$ cat config.mk
export PLATFORM = sky130hd
export DESIGN_NAME = instr_encode
export DESIGN_NICKNAME = d
export VERILOG_FILES = /design/src/rtl/instr_enc_pkg.sv /design/src/rtl/instr_pack.sv /design/src/rtl/instr_encode.sv
export SDC_FILE = /design/constraint.sdc
export NUM_CORES = 1
export LEC_CHECK = 0
export CELL_PAD_IN_SITES_DETAIL_PLACEMENT = 1
export CELL_PAD_IN_SITES_GLOBAL_PLACEMENT = 1
export CORE_MARGIN = 5
export CORE_UTILIZATION = 39
export DETAILED_ROUTE_END_ITERATION = 8
export GPL_TIMING_DRIVEN = 0
export PLACE_DENSITY = 0.9
export SLEW_MARGIN = 15
export SYNTH_ARGS = -nofsm -noshare
export SYNTH_HDL_FRONTEND = slang
export SYNTH_HIERARCHICAL = 1
export SYNTH_SLANG_ARGS = --single-unit
$ cat constraint.sdc
create_clock -name clk -period 9.15 [get_ports clk]
set_input_delay 0.915 -clock clk [delete_from_list [all_inputs] [get_ports clk]]
set_output_delay 0.915 -clock clk [all_outputs]
set_load 0.005 [all_outputs]
$ cat src/rtl/instr_enc_pkg.sv
// Shared definitions for the instruction encoder: format and FSM encodings,
// instruction field bit positions, and the I-format immediate range check.
package instr_enc_pkg;

    // Instruction format selector as presented on fmt_i
    typedef enum logic [1:0] {
        FMT_R   = 2'd0,
        FMT_I   = 2'd1,
        FMT_J   = 2'd2,
        FMT_ILL = 2'd3
    } fmt_t;

    // Job-level state machine
    typedef enum logic [1:0] {
        ST_IDLE = 2'd0,
        ST_RUN  = 2'd1,
        ST_DONE = 2'd2
    } state_t;

    // Field bit positions, shared with the instruction decoder
    localparam int OP_HI     = 31;
    localparam int OP_LO     = 26;
    localparam int RS_HI     = 25;
    localparam int RS_LO     = 21;
    localparam int RT_HI     = 20;
    localparam int RT_LO     = 16;
    localparam int RD_HI     = 15;
    localparam int RD_LO     = 11;
    localparam int SHAMT_HI  = 10;
    localparam int SHAMT_LO  = 6;
    localparam int FUNCT_HI  = 5;
    localparam int FUNCT_LO  = 0;
    localparam int IMM_HI    = 15;
    localparam int IMM_LO    = 0;
    localparam int TARGET_HI = 25;
    localparam int TARGET_LO = 0;

    // True when a 32-bit immediate fits the 16-bit I-format field.
    // Signed: bits [31:15] must all be copies of the sign bit.
    // Unsigned: bits [31:16] must be zero.
    function automatic logic imm_in_range(input logic [31:0] imm,
                                          input logic        sign_ext);
        logic ok;
        if (sign_ext) begin
            ok = (imm[31:15] == 17'h00000) || (imm[31:15] == 17'h1FFFF);
        end else begin
            ok = (imm[31:16] == 16'h0000);
        end
        return ok;
    endfunction

endpackage

$ cat src/rtl/instr_pack.sv
// Combinational packer: assembles the 32-bit instruction word from its
// fields and flags words that cannot be encoded (bad format or an
// immediate that does not fit).
module instr_pack
    import instr_enc_pkg::*;
(
    input  logic [1:0]  fmt,
    input  logic [5:0]  op,
    input  logic [5:0]  funct,
    input  logic [4:0]  rs,
    input  logic [4:0]  rt,
    input  logic [4:0]  rd,
    input  logic [4:0]  shamt,
    input  logic [31:0] imm,
    input  logic        sign_ext,
    input  logic [25:0] target,
    output logic [31:0] word,
    output logic        illegal
);

    // Pack fields according to format and apply the immediate range check
    always_comb begin
        word    = 32'h0000_0000;
        illegal = 1'b0;
        case (fmt_t'(fmt))
            FMT_R: begin
                word[OP_HI:OP_LO]       = op;
                word[RS_HI:RS_LO]       = rs;
                word[RT_HI:RT_LO]       = rt;
                word[RD_HI:RD_LO]       = rd;
                word[SHAMT_HI:SHAMT_LO] = shamt;
                word[FUNCT_HI:FUNCT_LO] = funct;
            end
            FMT_I: begin
                word[OP_HI:OP_LO]   = op;
                word[RS_HI:RS_LO]   = rs;
                word[RT_HI:RT_LO]   = rt;
                word[IMM_HI:IMM_LO] = imm[15:0];
                illegal             = !imm_in_range(imm, sign_ext);
            end
            FMT_J: begin
                word[OP_HI:OP_LO]         = op;
                word[TARGET_HI:TARGET_LO] = target;
            end
            default: begin
                illegal = 1'b1;
            end
        endcase
    end

endmodule

$ cat src/rtl/instr_encode.sv
// Instruction encoder: runs a load job of len_i words starting at base_i,
// packs each accepted field set into an instruction word and presents it
// with its byte address through a one-deep output register. Words that
// cannot be encoded are consumed, counted and reported instead of emitted.
//
// Handshakes: on both sides a transfer happens on a rising clk edge where
// valid and ready are both 1. valid_o, once raised, stays up with instr_o and
// addr_o held stable until ready_i retires it. ready_o is combinational:
// RUN, fewer than len words accepted, and the output register is either
// empty or being retired this cycle, so accept and retire overlap at full rate.
module instr_encode
    import instr_enc_pkg::*;
(
    input  logic        clk,
    input  logic        reset,
    input  logic        start_i,
    input  logic [31:0] base_i,
    input  logic [15:0] len_i,
    input  logic        valid_i,
    output logic        ready_o,
    input  logic [1:0]  fmt_i,
    input  logic [5:0]  op_i,
    input  logic [5:0]  funct_i,
    input  logic [4:0]  rs_i,
    input  logic [4:0]  rt_i,
    input  logic [4:0]  rd_i,
    input  logic [4:0]  shamt_i,
    input  logic [31:0] imm_i,
    input  logic        sign_ext_i,
    input  logic [25:0] target_i,
    output logic        valid_o,
    input  logic        ready_i,
    output logic [31:0] instr_o,
    output logic [31:0] addr_o,
    output logic        err_o,
    output logic [15:0] err_cnt_o,
    output logic        done_o,
    output logic [1:0]  dbg_state
);

    state_t      state;
    logic [15:0] len_q;
    logic [15:0] acc_cnt;
    logic [31:0] addr_cnt;

    logic [31:0] packed_word;
    logic        packed_illegal;
    logic        accept;
    logic        accept_legal;
    logic        accept_illegal;
    logic        retire;

    instr_pack u_pack (
        .fmt      (fmt_i),
        .op       (op_i),
        .funct    (funct_i),
        .rs       (rs_i),
        .rt       (rt_i),
        .rd       (rd_i),
        .shamt    (shamt_i),
        .imm      (imm_i),
        .sign_ext (sign_ext_i),
        .target   (target_i),
        .word     (packed_word),
        .illegal  (packed_illegal)
    );

    assign ready_o        = (state == ST_RUN) && (acc_cnt < len_q) && (!valid_o || ready_i);
    assign accept         = valid_i && ready_o;
    assign accept_legal   = accept && !packed_illegal;
    assign accept_illegal = accept && packed_illegal;
    assign retire         = valid_o && ready_i;
    assign done_o         = (state == ST_DONE);
    assign dbg_state      = state;

    // Job FSM plus the job counters (length, accepted count, address, errors)
    always_ff @(posedge clk or posedge reset) begin
        if (reset) begin
            state     <= ST_IDLE;
            len_q     <= 16'h0000;
            acc_cnt   <= 16'h0000;
            addr_cnt  <= 32'h0000_0000;
            err_cnt_o <= 16'h0000;
            err_o     <= 1'b0;
        end else begin
            err_o <= accept_illegal;
            case (state)
                ST_IDLE: begin
                    if (start_i) begin
                        len_q     <= len_i;
                        acc_cnt   <= 16'h0000;
                        addr_cnt  <= base_i;
                        err_cnt_o <= 16'h0000;
                        state     <= (len_i != 16'h0000) ? ST_RUN : ST_DONE;
                    end
                end
                ST_RUN: begin
                    if (accept) begin
                        acc_cnt <= acc_cnt + 16'd1;
                    end
                    if (accept_legal) begin
                        addr_cnt <= addr_cnt + 32'd4;
                    end
                    if (accept_illegal && (err_cnt_o != 16'hFFFF)) begin
                        err_cnt_o <= err_cnt_o + 16'd1;
                    end
                    // Finish only once every word is consumed and the last one has left
                    if ((acc_cnt == len_q) && !valid_o) begin
                        state <= ST_DONE;
                    end
                end
                ST_DONE: begin
                    state <= ST_IDLE;
                end
                default: begin
                    state <= ST_IDLE;
                end
            endcase
        end
    end

    // One-deep output register: load on legal accept, clear on retire
    always_ff @(posedge clk or posedge reset) begin
        if (reset) begin
            valid_o <= 1'b0;
            instr_o <= 32'h0000_0000;
            addr_o  <= 32'h0000_0000;
        end else begin
            if (accept_legal) begin
                valid_o <= 1'b1;
                instr_o <= packed_word;
                addr_o  <= addr_cnt;
            end else if (retire) begin
                valid_o <= 1'b0;
            end
        end
    end

endmodule

==> reports/summary.txt, run 1 <==
Initial antenna violation count: 0
Number of diodes: 0
HP Start: addr_cnt[0]
Cell count after synthesis: 841
Hold Crit Class: register to register
Final WS setup: 5070 ps
Synthesized cell area: 8070 um^2
Syn Nets: 1006
Core Rows: 52
Layout cells sized above 1: 11.7%
Worst Reg-to-Reg Cells: 8
CP top delay family: simple AND/OR/NAND/NOR gates
Most frequent cell after synthesis: dfrtp_1
Initial DRC Count: 619
Measured slew at the worst slew-check pin: 923 ps
Max Cap Viol: 0
Total track usage: 24.1%
Placeable Area: 20300 um^2
PwrDens: 267 nW/um^2
Critical Path Start Type: input port
Setup_tns: 0 ps
Crit path DAT: 4400 ps
Die span in y: 154 um
Sequential fraction of the synthesis area: 45.9%
Worst-Skew Late Latency: 440 ps
FF+latch area: 3700 um^2
Share of the synthesized area in the top cell type: 45.9%
CP bufs+invs: 3
Cell variety after synth: 58
Crit Path Category: input port to register
Post-cts hold buffer count: 0
Slew Viols, Final: 0
Hold Crit Depth: 2
Ranking of synthesized cells by area: dfrtp_1, mux2_2, nand2_1
Grt total ovfl: 0
Drt first pass iters: 5
Lkg Pwr: 4.72 nW
Peak Freq: 245 MHz
Status: finished clean
Setup slack, reg-to-reg: 5900 ps
FFs w/ async S/R, synth: 100%
Routability cong.: 0.869
Min cycle time layout: 4080 ps
CTS Buf Count: 17
Setup repair bufs after CTS: 0
Most used flip-flop cell after synthesis: dfrtp_1
Hold Path End: addr_cnt[0]
VDD IR-drop max: 167 uV
Max stage delay on crit path: 520 ps
Syn avg cell area: 9.59 um^2
Crit-path slowest cell: clkdlybuf4s50_1
Final Skew: 9.01 ps
Largest net degree at the start of global routing: 92
Clock sinks: 148
Post-CTS sizing: 0
IO Port Bufs: 231
Vias in the first global route: 8411
Clk slew on worst S/H paths: 60 ps
Worst path cell trace: clkdlybuf4s50_1 -> buf_6 -> nand4b_1 -> nor4_1 -> a41oi_1 -> nor4b_2 -> nand4_2 -> and2_1 -> clkbuf_1 -> o22a_1
Area Overhead vs Synth: 40.6%
CP endpoint kind: register
Period utilization: 44.6%
Critical path required time: 9470 ps
I/O Pins: 232
Crit path max fanout: 10
Root Driver: clkbuf_16
Reg2reg end: addr_cnt[7]
Vias post-DR: 7900
Area of the multi-input gates: 3970 um^2
Clock Tree Buf Depth: 2
Fin nets: 1257
Commonest cells in the netlist: dfrtp_1, nand2_1, o21ai_0
Routed len/inst: 21.4 um
EDFF count, synth: 0
Area leader, netlist: dfrtp_1
Synth Register Bits: 148
Htree depth: 4
Relative slew slack: 37.7%
Vias per cell: 5.75
Critical R2R Launch: acc_cnt[13]
Synth Warn #: 6
Die area: 23700 um^2
WL final: 29400 um
Final hold vios: 0
Post-DP HPWL: 21900 um
Routed Antenna Nets: 0
# setup viols final: 0
CTS tree: done
RSZ-0062 raised after global routing: no
Initial Util: 39.7%
Dpl ws: 4580 ps
First-pass GRT wire length: 45800 um
Fillers: 2273
Number of remaining DRC errors: 0
Die W: 154 um
metrics by stage:
stage	utilization, %	std cells	instance area, um^2	power, W	hold slack [ps]
2_1_floorplan	-	841	8070	0.00166	438
4_1_cts	55.9	1375	11300	0.00304	493
3_5_place_dp	53.0	1343	10800	0.00232	478
5_1_grt	55.9	1375	11300	0.00320	521
3_3_place_gp	52.8	1342	10700	0.00224	450
6_report	55.9	1375	11300	0.00303	487
report_power, final:
group / switching (W) / total (W) / leakage, nW / internal [W]
clock network: 0.000297 / 0.000708 / 0.283 / 0.000411
logic: 0.000596 / 0.00122 / 2.68 / 0.000620
registers: 0.000206 / 0.00111 / 1.76 / 0.000901
total: 0.00110 / 0.00303 / 4.72 / 0.00193
worst reg2reg max path: stages (launching register included):
cell and delay [ps]:
dfrtp_1 440, ha_1 350, nand4_1 160, nor4_1 560, o21ai_1 280, nand4_2 280, and2_1 300, clkbuf_1 510
o221ai_1 220
cell type report:
cell class	instances	area share [%]
inverters	33	1.16
well taps	270	2.98
multi-input cells	603	35.0
clock buffers	18	3.87
plain buffers	57	2.43
clock inverters	14	1.36
repair buffers	232	20.6
flip-flops and latches	148	32.6
cells by family (layout without fill, tap and decap cells):
group                      after synthesis  count (layout)  share of synthesized area, %
adders and majority gates               19              19                          2.95
AOI/OAI and AO/OA                      205             205                          16.2
DFF                                    148             148                          45.9
and+or+nand+nor                        291             291                          18.1
buffers and inverters                   90             354                          4.95
muxes                                   88              88                          11.9
routing by layer:
layer / wire (um) / share of wire (%) / track usage, %
met5: 0 / 0 / 0
met3: 2160 / 7.4 / 6.55
met2: 14900 / 51 / 42.4
met1: 11400 / 39 / 28.0
met4: 950 / 3.2 / 9.55
worst max-delay path by stage:
stage / startpoint / endpoint / slack, ps / cells past startpoint
CTS: fmt_i[1] / addr_cnt[29] / 5060 / 10
global route: fmt_i[1] / addr_cnt[29] / 4940 / 10
detailed placement: fmt_i[1] / addr_cnt[29] / 4580 / 10
finish: fmt_i[1] / addr_cnt[17] / 5070 / 10
global placement: reset / len_q[6] / 2030 / 2
floorplan: reset / acc_cnt[0] / 4260 / 1
layout by cell type (no fill, tap or decap), types with 13 or more instances in the layout:
cell type          n
dfrtp_1          148
nand3_1           37
buf_2             18
clkbuf_16         17
nor2_1            32
mux2i_1           26
and3_1            16
a31oi_1           18
o21ai_0           61
nand2_1          115
a21oi_1           50
nand4_1           19
inv_1             32
nor4_1            13
clkbuf_1          25
mux2_2            57
clkdlybuf4s50_1  231
ha_1              19
sequential cells by signal, indices dropped and copies added (netlist names):
name / cells
err_o: 1
dbg_state: 2
acc_cnt: 16
addr_o: 32
instr_o: 32
valid_o: 1
len_q: 16
err_cnt_o: 16
addr_cnt: 32
Power figures use the tool's default switching activity.
==> inputs of run 2 (changes only) <==
--- a/config.mk
+++ b/config.mk
@@ -8,10 +8,10 @@
 export CELL_PAD_IN_SITES_DETAIL_PLACEMENT = 1
 export CELL_PAD_IN_SITES_GLOBAL_PLACEMENT = 1
 export CORE_MARGIN = 5
-export CORE_UTILIZATION = 39
+export CORE_UTILIZATION = 36
 export DETAILED_ROUTE_END_ITERATION = 8
 export GPL_TIMING_DRIVEN = 0
-export PLACE_DENSITY = 0.9
+export PLACE_DENSITY = 0.85
 export SLEW_MARGIN = 15
 export SYNTH_ARGS = -nofsm -noshare
 export SYNTH_HDL_FRONTEND = slang
==> constraint.sdc (replaced) <==
create_clock -name clk -period 4.04 [get_ports clk]
set_input_delay 0.404 -clock clk [delete_from_list [all_inputs] [get_ports clk]]
set_output_delay 0.404 -clock clk [all_outputs]
set_load 0.005 [all_outputs]
==> reports/summary.txt, run 2 (synthesized netlist as in run 1, its figures left out) <==
Final std cells w/o fill: 1389 (was 1375)
Reg2reg end: addr_cnt[7] (unchanged)
Regs by FF count: addr_cnt x32, addr_o x32, instr_o x32 (unchanged)
CTS tree: done (unchanged)
Routed Antenna Nets: 0 (unchanged)
Initial DRC Count: 411 (was 619)
Die W: 160 um (was 154 um)
Post-CTS sizing: 0 (unchanged)
Critical R2R Launch: acc_cnt[11] (was acc_cnt[13])
Most common cell after layout, fill and taps aside: clkdlybuf4s50_1 (unchanged)
Post-DP HPWL: 22200 um (was 21900 um)
Worst path cell trace: clkdlybuf4s50_1 -> buf_6 -> nand4b_1 -> nor4_1 -> a41oi_1 -> nor4b_2 -> nand4_2 -> and2_1 -> clkbuf_1 -> o221ai_1 (was clkdlybuf4s50_1 -> buf_6 -> nand4b_1 -> nor4_1 -> a41oi_1 -> nor4b_2 -> nand4_2 -> and2_1 -> clkbuf_1 -> o22a_1)
Post-cts hold buffer count: 0 (unchanged)
Largest net degree at the start of global routing: 35 (was 92)
Htree depth: 4 (unchanged)
Die span in y: 160 um (was 154 um)
CP top delay family: simple AND/OR/NAND/NOR gates (unchanged)
Dpl ws: -20.1 ps (was 4580 ps)
CP endpoint kind: register (unchanged)
Root Driver: clkbuf_16 (unchanged)
RSZ-0062 raised after global routing: no (unchanged)
Worst Reg-to-Reg Cells: 8 (unchanged)
Vias in the first global route: 8512 (was 8411)
Crit path max fanout: 10 (unchanged)
Setup repair bufs after CTS: 0 (unchanged)
Core Rows: 54 (was 52)
Tot Pwr: 0.00675 W (was 0.00303 W)
Initial antenna violation count: 1 (was 0)
Final WS setup: 422 ps (was 5070 ps)
Vias per cell: 5.62 (was 5.75)
Crit Path Category: input port to register (unchanged)
Initial Util: 36.7% (was 39.7%)
# setup viols final: 0 (unchanged)
First-pass GRT wire length: 46300 um (was 45800 um)
Fillers: 2458 (was 2273)
PwrDens: 593 nW/um^2 (was 267 nW/um^2)
Die area: 25500 um^2 (was 23700 um^2)
Status: finished clean (unchanged)
Final Util: 51.8% (was 55.9%)
Min cycle time layout: 3620 ps
Max stage delay on crit path: 540 ps (was 520 ps)
Critical path required time: 4360 ps (was 9470 ps)
Lkg Pwr: 4.72 nW (about the same)
Crit-path slowest cell: clkdlybuf4s50_1 (unchanged)
Most frequent cells in the layout: clkdlybuf4s50_1, dfrtp_1, nand2_1, o21ai_0, mux2_2 (unchanged)
VDD IR-drop max: 252 uV (was 167 uV)
Grt total ovfl: 0 (unchanged)
Crit path DAT: 3940 ps (was 4400 ps)
Relative slew slack: 45.7% (was 37.7%)
Routability cong.: 0.852 (was 0.869)
WL final: 29500 um (was 29400 um)
CTS Buf Count: 17 (unchanged)
Setup slack, reg-to-reg: 810 ps (was 5900 ps)
IO Port Bufs: 231 (unchanged)
Total track usage: 22.7% (was 24.1%)
Final Skew: 14.5 ps (was 9.01 ps)
Period utilization: 89.6%
Number of remaining DRC errors: 0 (unchanged)
Routed len/inst: 21.2 um (was 21.4 um)
Vias post-DR: 7803 (was 7900)
Final hold vios: 0 (unchanged)
Worst-Skew Late Latency: 430 ps (was 440 ps)
Area Overhead vs Synth: 40.9% (was 40.6%)
Max Cap Viol: 0 (unchanged)
Slew Viols, Final: 0 (unchanged)
CP bufs+invs: 3 (unchanged)
Critical Path Start Type: input port (unchanged)
Placeable Area: 22000 um^2 (was 20300 um^2)
I/O Pins: 232 (unchanged)
Clk slew on worst S/H paths: 70 ps (was 60 ps)
Layout cells sized above 1: 11.7% (about the same)
Fin nets: 1260 (was 1257)
Peak Freq: 276 MHz
Drt first pass iters: 5 (unchanged)
Measured slew at the worst slew-check pin: 804 ps (was 923 ps)
Clock sinks: 148 (unchanged)
Hold Crit Class: input port to asynchronous set/reset pin (was register to register)
Clock Tree Buf Depth: 2 (unchanged)
Placed Cells: 1356 (was 1343)
## run 2: cell types whose count changed in the layout (fill, tap and decap cells not counted), sizes merged
cell / before / now
clkbuf: 44 / 46
buf: 32 / 35
bufinv: 2 / 1
inv: 36 / 33
clkinvlp: 3 / 5
diode: 0 / 1
## run 2: power breakdown
part	leakage, nW	switching, W	total (W)	internal (W)
sequential	1.76	0.000445	0.00249	0.00204
combinational	2.70	0.00133	0.00274	0.00141
clock	0.262	0.000655	0.00152	0.000862
total	4.72	0.00243	0.00675	0.00431
## run 2: worst max-delay path by stage
stage	cells past startpoint	slack (ps)	endpoint	from
finish	10	420	addr_cnt[7]	fmt_i[1]
floorplan	9	1620	addr_o[0]	fmt_i[1]
global route	10	320	addr_cnt[10]	fmt_i[1]
detailed placement	10	-20	addr_o[1]	fmt_i[1]
CTS	10	420	addr_o[1]	fmt_i[1]
global placement	10	-1	addr_cnt[10]	fmt_i[1]
## run 2: through the flow
stage	cell area [um^2]	hold WS [ps]	TNS [ps]
floorplan	8070	438	0
global placement	10700	458	-1.10
detailed placement	10800	468	-29.7
CTS	11400	427	0
global route	11400	459	0
finish	11400	404	0
## run 2: worst reg2reg max path: cells and delay by family, from the launching register on
kind                     cells  cell delay [ps]
AO/OA/AOI/OAI                2              520
adder cells (fa/ha/maj)      1              360
buffers and inverters        1              480
flip-flops                   1              460
AND/OR/NAND/NOR              4             1240
## run 2: metal layers
layer	GRT usage, %	wire length (um)	up-vias
met5	0	0	-
met4	8.60	835	0
met3	5.64	2030	57
met2	40.5	14900	269
met1	26.2	11700	3894
li1	-	-	3583
## run 2: layout make-up
class / instances / area (um^2) / area share, %
clock inverters: 12 / 106 / 0.935
well taps: 280 / 350 / 3.08
plain buffers: 57 / 275 / 2.42
flip-flops and latches: 148 / 3700 / 32.6
clock buffers: 20 / 447 / 3.93
multi-input cells: 603 / 3970 / 34.9
repair buffers: 235 / 2390 / 21.0
inverters: 33 / 128 / 1.12
diodes: 1 / 2.50 / 0.0220
